===== src/rtl/sa_result_collector.sv =====
// Deskews systolic-array column results, buffers aligned vectors in a FIFO
// and frames one convolution pass with start/count and a done pulse.
module sa_result_collector #(
    parameter int N_COLS_ARRAY = 4,
    parameter int I_WIDTH      = 8,
    parameter int F_WIDTH      = 8,
    parameter int FIFO_DEPTH   = 4,
    parameter int CNT_WIDTH    = 16
) (
    input  logic                                      clk_i,
    input  logic                                      rst_i,
    input  logic signed [F_WIDTH+I_WIDTH-1:0]         result_i [0:N_COLS_ARRAY-1],
    input  logic                                      col_valid_i [0:N_COLS_ARRAY-1],
    input  logic                                      start_i,
    input  logic [CNT_WIDTH-1:0]                      num_out_i,
    output logic [N_COLS_ARRAY*(F_WIDTH+I_WIDTH)-1:0] out_data_o,
    output logic                                      out_valid_o,
    input  logic                                      out_ready_i,
    output logic                                      busy_o,
    output logic                                      done_o,
    output logic                                      overflow_o,
    output logic                                      skew_err_o
);

    localparam int RW = F_WIDTH + I_WIDTH;
    localparam int VW = N_COLS_ARRAY * RW;
    localparam int AW = $clog2(FIFO_DEPTH);

    localparam logic [CNT_WIDTH-1:0] CNT_ONE = 1;
    localparam logic [AW:0]          PTR_ONE = 1;

    typedef enum logic [1:0] {
        IDLE,
        COLLECT,
        DRAIN,
        FINISH
    } state_t;

    logic [RW-1:0]           al_data [0:N_COLS_ARRAY-1];
    logic [N_COLS_ARRAY-1:0] al_valid;
    logic [VW-1:0]           vec;

    // Column c is delayed N_COLS_ARRAY-1-c cycles so all lanes meet.
    for (genvar c = 0; c < N_COLS_ARRAY; c++) begin : g_col
        localparam int D = N_COLS_ARRAY - 1 - c;
        if (D == 0) begin : g_pass
            assign al_data[c]  = result_i[c];
            assign al_valid[c] = col_valid_i[c];
        end else begin : g_dly
            logic [RW-1:0] d_q [0:D-1];
            logic          v_q [0:D-1];

            always_ff @(posedge clk_i or negedge rst_i) begin
                if (!rst_i) begin
                    for (int k = 0; k < D; k++) begin
                        d_q[k] <= '0;
                        v_q[k] <= 1'b0;
                    end
                end else begin
                    d_q[0] <= result_i[c];
                    v_q[0] <= col_valid_i[c];
                    for (int k = 1; k < D; k++) begin
                        d_q[k] <= d_q[k-1];
                        v_q[k] <= v_q[k-1];
                    end
                end
            end

            assign al_data[c]  = d_q[D-1];
            assign al_valid[c] = v_q[D-1];
        end
    end

    always_comb begin
        vec = '0;
        for (int c = 0; c < N_COLS_ARRAY; c++) begin
            vec[c*RW +: RW] = al_data[c];
        end
    end

    state_t               state_q;
    logic [CNT_WIDTH-1:0] num_q;
    logic [CNT_WIDTH-1:0] cnt_q;
    logic [CNT_WIDTH-1:0] cnt_inc;

    logic [VW-1:0] mem [0:FIFO_DEPTH-1];
    logic [AW:0]   wptr_q;
    logic [AW:0]   rptr_q;

    logic all_v;
    logic part_v;
    logic empty;
    logic full;
    logic push_req;
    logic push;
    logic pop;
    logic drop;

    assign all_v    = &al_valid;
    assign part_v   = (|al_valid) && !all_v;
    assign empty    = (wptr_q == rptr_q);
    assign full     = (wptr_q[AW] != rptr_q[AW]) &&
                      (wptr_q[AW-1:0] == rptr_q[AW-1:0]);
    assign pop      = !empty && out_ready_i;
    assign push_req = (state_q == COLLECT) && all_v;
    assign push     = push_req && (!full || pop);
    assign drop     = push_req && full && !pop;
    assign cnt_inc  = cnt_q + CNT_ONE;

    always_ff @(posedge clk_i or negedge rst_i) begin
        if (!rst_i) begin
            wptr_q <= '0;
            rptr_q <= '0;
            for (int i = 0; i < FIFO_DEPTH; i++) begin
                mem[i] <= '0;
            end
        end else begin
            if (push) begin
                mem[wptr_q[AW-1:0]] <= vec;
                wptr_q              <= wptr_q + PTR_ONE;
            end
            if (pop) begin
                rptr_q <= rptr_q + PTR_ONE;
            end
        end
    end

    assign out_valid_o = !empty;
    assign out_data_o  = empty ? '0 : mem[rptr_q[AW-1:0]];

    // DRAIN sees the empty FIFO the cycle after the last pop P, so done is at P+2.
    always_ff @(posedge clk_i or negedge rst_i) begin
        if (!rst_i) begin
            state_q    <= IDLE;
            num_q      <= '0;
            cnt_q      <= '0;
            busy_o     <= 1'b0;
            done_o     <= 1'b0;
            overflow_o <= 1'b0;
            skew_err_o <= 1'b0;
        end else begin
            done_o <= 1'b0;
            unique case (state_q)
                IDLE: begin
                    if (start_i) begin
                        num_q      <= num_out_i;
                        cnt_q      <= '0;
                        overflow_o <= 1'b0;
                        skew_err_o <= 1'b0;
                        if (num_out_i == '0) begin
                            state_q <= FINISH;
                            done_o  <= 1'b1;
                        end else begin
                            state_q <= COLLECT;
                            busy_o  <= 1'b1;
                        end
                    end
                end
                COLLECT: begin
                    if (drop) begin
                        overflow_o <= 1'b1;
                    end
                    if (part_v) begin
                        skew_err_o <= 1'b1;
                    end
                    if (all_v) begin
                        cnt_q <= cnt_inc;
                        if (cnt_inc == num_q) begin
                            state_q <= DRAIN;
                        end
                    end
                end
                DRAIN: begin
                    if (empty) begin
                        state_q <= FINISH;
                        busy_o  <= 1'b0;
                        done_o  <= 1'b1;
                    end
                end
                FINISH: begin
                    state_q <= IDLE;
                end
                default: begin
                    state_q <= IDLE;
                end
            endcase
        end
    end

endmodule


===== config.mk =====
export PLATFORM = sky130hd
export DESIGN_NAME = sa_result_collector
export DESIGN_NICKNAME = d
export VERILOG_FILES = /design/src/rtl/sa_result_collector.sv
export SDC_FILE = /design/constraint.sdc
export NUM_CORES = 1
export LEC_CHECK = 0
export ABC_AREA = 1
export CAP_MARGIN = 20
export CORE_ASPECT_RATIO = 0.6
export CORE_MARGIN = 2
export CORE_UTILIZATION = 30
export DETAILED_ROUTE_END_ITERATION = 16
export GPL_ROUTABILITY_DRIVEN = 1
export HOLD_SLACK_MARGIN = 0.06
export PLACE_DENSITY = 0.57
export SLEW_MARGIN = 25
export SYNTH_ARGS = -nofsm -noshare
export SYNTH_HDL_FRONTEND = slang
export SYNTH_SLANG_ARGS = --single-unit

===== constraint.sdc =====
create_clock -name clk_i -period 2.4 [get_ports clk_i]
set_input_delay 0.48 -clock clk_i [delete_from_list [all_inputs] [get_ports clk_i]]
set_output_delay 0.48 -clock clk_i [all_outputs]
set_load 0.01 [all_outputs]

---- Word level (Yosys, flattened, before mapping) ----
Index checks and enable logic that the tools add are counted.
word-level totals
  bits in registers ....................... 402
  bits of input ports ..................... 88
  output and inout bits ................... 69
  logic and storage cells ................. 101
operators by class
  add/subtract/negate cells ............... 3
  $lt $le $gt $ge ......................... 3
  eq/ne operators ......................... 14
  muxes and demuxes ....................... 29
  bitwise logic cells ..................... 2
  reductions and logical operators ........ 25
operators with widths
  cell                                                       number
  bitwise mux 256 bit                                        1
  2-to-1 mux 64 bit                                          4
  binary-select mux 64 bit (select 2 bit)                    1
  demux 64 bit (select 2 bit)                                1
  2-to-1 mux 16 bit                                          2
  case mux 16 bit (2 select lines)                           1
  adder 16 x 1 -> 16 bit (second input constant)             1
  equality test 16 bit                                       1
  logical NOT 16 bit                                         1
  inequality test 2 bit (second input constant)              6
  AND reduction 4 bit                                        3
  2-to-1 mux 2 bit                                           5
  2-to-1 mux 1 bit                                           9
  AND reduction 3 bit                                        3
  logical AND 1 bit                                          8
  case mux 1 bit (2 select lines)                            4
  case mux 2 bit (4 select lines)                            1
  adder 3 x 1 -> 3 bit (second input constant)               2
  greater-or-equal comparator 3 bit (second input constant)  2
  NOT 2 -> 3 bit                                             2
  equality test 2 bit (second input constant)                2
  logical NOT 1 bit                                          4
  nonzero test 2 bit                                         2
  OR reduction 4 bit                                         1
  other kinds (9)                                            9

---- Logic depth before layout (Yosys ltp) ----
  word-level depth ........................ 7
  mapped depth ............................ 16
  depth with buffers taken out ............ 16

---- Worst setup path after synthesis ----
No wires, ideal clock.
  path kind ............................... register to output
  start point ............................. register rptr_q[0]
  end point ............................... output port out_data_o[54]
  data arrival time ....................... 1602 ps
  required time ........................... 1920 ps
  slack ................................... 318 ps
  stages on the path, launching flop included .. 9
  path buffers ............................ 3
  path through ............................ dfrtp_1 -> inv_1 -> clkbuf_1 -> clkbuf_1 -> clkbuf_1 -> o21ai_0 -> nand2_1 -> nand2_1 -> inv_1
on the way
  longest elaborated chain between the ends .. 5
  elaborated cells on any way between the ends .. 6
  those cells by class .................... eq/ne: 1; mux: 4; bitwise: 1
RTL lines
  item                                                  RTL line  text
  start: declaration                                    88        logic [AW:0] rptr_q;
  start signal: assignment                              123       rptr_q <= rptr_q + PTR_ONE;
  NOT 2 -> 3 bit (implied by the code)                  129       assign out_data_o = empty ? '0 : mem[rptr_q[AW-1:0]];
  binary-select mux 64 bit (select 2 bit)               129
  2-to-1 mux 64 bit (implied by the code) (2 in a row)  129
  2-to-1 mux 64 bit (*)                                 129
  end: declaration                                      16        output logic [N_COLS_ARRAY*(F_WIDTH+I_WIDTH)-1:0] out_data_o,
Every way passes the cells marked *; elsewhere a longest branch is shown, timed or not. The select of a mux whose other input is x is not followed.

---- Worst setup path after layout ----
  start point ............................. register rptr_q[0]
  end point ............................... output port out_data_o[31]
Same word-level chain as after synthesis.

==> results.md <==
• reg2reg — type of the most critical hold path
• 12 — depth of the worst register-to-register path
• 33.7% — Flop pwr share
• rptr_q[0] — worst setup path startpoint
• 402 — CTS sink cnt
• done — CTS tree
• dfrtp_1 (58%), o21ai_0 (8.2%), nand2_1 (8.0%) — largest cells by area after synthesis
• 3 — Max Buffers Root-to-Sink
• 0.58 ns — max incr delay on CP
• 2781 — final non-filler cell total
• 0.346 ns — worst hold-check slack
• 36.8% — Sw Share
• 1 — number of antenna violations at the first check in global routing
• 0.55 ns — clock insertion delay at the later pin of the skew report
• 0 — EDFF count, synth
• 2 — CTS H-Tree Depth
• g_col[0].g_dly.v_q[1] — beginning of the worst hold path
• 15.3% — aggregate global-route resource usage
• 65 — setup violators final
• 30.6% — initial core utilization
• 7 — maximum net fanout on the critical path
• 2.22 ns — crit path DAT
• 2091 — Nets
• 1888 — net count after synthesis
• true — setup repair after global routing missed its margin
• 156 — IO buf count
• 402 — number of flip-flops and latches in the synthesized netlist
• rptr_q[0] — reg2reg start
• 0 — ANT cells
• 573 uV — worst voltage drop across the vdd grid
• 12964 — number of global-route vias before repair
• 0.0595 mm2 — Total Die Area
• 0 — total count of max-transition violations in the final report
• primary output — Worst Setup End Kind
• clkbuf_16 — master cell of the clock root buffer
• 0.0172 mm2 — Post-Syn Area
• 5 — number of iterations in the first detailed-routing pass
• 190 um — height of the die
• 71.9 mm — global-route wire length before repair
• reg2out — CP Class
• 0.0200 mm2 — post-placement cell area
• 22.0% — clock group share of total power
• 977 — DR iter-0 viols
• negative setup slack — failing checks
• 11.1 mW — power spent charging and discharging nets
• complete, but fails checks — run status
• 0 — count of maximum capacitance violations
• 40 — number of clock buffers inserted by TritonCTS
• dfrtp_1 — most common cell in the netlist
• 30 — library cells used by synthesis
• 157 — Top-Level Pins
• 0 — remaining global-route overflow
• buffers and inverters — largest delay contributor family on the critical path
• 0 — count of nets left with antenna violations after detail routing
• 0.06 ns — clock edge transition at the registers on the reported setup and hold paths
• 67 — Core Rows
• 6 — CP bufs+invs
• buf_12 — Crit path top cell by count
• -0.300 ns — final worst slack
• 112% — share of the clock period used by the worst path
• 68.4% — Slew Limit Headroom
• 1.92 ns — required time worst endpoint
• 12942 — Via Count
• 58.4% — portion of the post-synthesis area used by sequential elements
• 0 — number of warnings printed during yosys synthesis
• 28.1 mm — detailed placer's ending HPWL
• 0.0183 ns — worst-case clock skew
• 39.9% — post-layout util
• 2668 — placed cell count
• 22.0% — share of post-route cells with drive strength above 1
• xnor2_4, nand3_4, buf_12, buf_16, buf_12, buf_8, nand2_4, inv_2, buf_6 — crit-path cells
• 0 — total count of hold-check failures in the final report
• 73 — maximum number of pins on one net before global-route repair
• 16.4 um — post-DR wirelength/cell
• 45.6 mm — final routed wirelength across all metal layers
• dfrtp_4 — Slowest cell on crit path
• 10.8 nW — Pleak
• 0 — instance count along the most critical hold path
• dfrtp_1 — most instantiated flip-flop cell in the synthesis netlist
• 9.63 um2 — post-synthesis area per instance
• 19.1 mW — Int Pwr
• dfrtp_1 (402), nand2_1 (368), o21ai_0 (281) — leading post-synthesis cells by instance count
• 58.4% — proportion of netlist area held by the largest area contributor
• 1790 — synthesized netlist cell count
• 4.65 — vias per std cell
• 0.829 — RD Place Congestion
• 0.474 ns — slew at the pin closest to its max-slew limit
• 370 MHz — achievable frequency
• 1340 mW/mm2 — power density of the placed cells
• 44.3% — fraction of power consumed by combinational cells
• 100% — share of async-settable or async-resettable flops after synthesis
• flip-flop — Worst Setup Start Kind
• 313 um — Die Wd
• 2.70 ns — post-route minimum period
• 30.5% — relative area change from synthesis to final layout
• dfrtp_1 — largest area contributor in the synthesized netlist
• 0.0225 mm2 — finished layout cell area
• 9 — Critical Path Stages
• 0.0563 mm2 — Core Area
• 0 — DR DRC count
## through the flow
step                power [mW]  setup WS [ns]  TNS (ns)
floorplan                 15.9          0.318         0
global placement          20.4         -0.268    -53.61
detailed placement        20.8         -0.252    -50.66
CTS                       29.7         -0.379    -19.70
global route              32.3         -0.395    -16.84
finish                    30.1         -0.300    -11.03
## worst paths after layout
check / to / slack [ns]
worst max-delay path: out_data_o[31] / -0.30
min in group asynchronous: g_col[1].g_dly.d_q[29] / 0.44
worst min register to register: al_valid[0] / 0.35
worst min-delay path: al_valid[0] / 0.35
max in group asynchronous: cnt_q[0] / 1.13
worst max register to register: state_q[1] / 0.21
## cells in the final DEF (no fill, tap or decap), types with 12 or more instances in the layout
cell type / count
dfrtp_1: 399
nand2_1: 308
o21ai_0: 236
inv_1: 230
a21oi_1: 107
clkdlybuf4s50_1: 90
mux2_2: 74
mux2_1: 54
clkbuf_16: 45
buf_6: 43
o21ai_1: 40
nand2_2: 37
buf_4: 35
buf_12: 32
buf_2: 30
inv_2: 29
nand3_1: 29
nor2_1: 27
a21oi_2: 24
nand2_4: 23
o22ai_1: 12
## worst register-to-register path, cell delays in order (launching register included)
cell and delay, ns:
dfrtp_4 0.58, xnor2_4 0.21, nand3_4 0.10, buf_12 0.16, buf_6 0.14, buf_16 0.16
buf_4 0.15, a21oi_1 0.11, inv_1 0.07, nor2_1 0.17, nand2_1 0.10, nand2_1 0.07
nand2_1 0.05
## layout make-up
class | count | area [um2]
clock buffers | 54 | 1130
clock inverters | 17 | 239
fillers | 5497 | 33800
inverters | 262 | 1000
multi-input cells | 1031 | 6170
flip-flops and latches | 402 | 10100
well taps | 759 | 950
repair buffers | 256 | 2930
## sequential cells by signal, summed over array words and instances, names as in the netlist, 2 cells and up
signal and flops:
num_q 16, mem 256, cnt_q 16, al_data 32, rptr_q 3, wptr_q 3, g_col.g_dly.d_q 64, al_valid 2
state_q 2, g_col.g_dly.v_q 4
## layer usage
layer	part of all wire (%)	up-vias	global-route usage [%]
met4	1.4	0	2.91
met1	50	6422	23.0
li1	-	6164	-
met3	5.2	50	2.61
met5	0	-	0
met2	43	306	23.0
## what timing repair did
action / CTS / global route
gates resized for setup: 405 / 147
pin swaps: 32 / 27
hold buffers: 1 / 0
setup buffers: 25 / 11
setup endpoints to repair: 65 / 68
cloned: 9 / 5
hold endpoints to repair: 35 / 0
## power groups by stage
stage | logic [mW] | clock network, mW | registers (mW)
after floorplan | 6.02 | 0 | 9.85
after global placement | 10.3 | 0 | 10.1
after detailed placement | 10.5 | 0 | 10.2
after CTS | 12.7 | 6.86 | 10.1
after global routing | 14.8 | 7.14 | 10.4
final | 13.4 | 6.64 | 10.1
## kinds of logic after synthesis
| logic type | after synthesis | share of synthesized area (%) |
|---|---|---|
| adders and majority gates | 10 | 0.726 |
| muxes | 128 | 8.36 |
| xor gates and xnor gates | 8 | 0.406 |
| DFF | 402 | 58.4 |
| AOI/OAI and AO/OA | 432 | 12.7 |
| buffers and inverters | 357 | 8.70 |
| and+or+nand+nor | 453 | 10.8 |
Note: power is estimated with default switching activity, not from simulation.
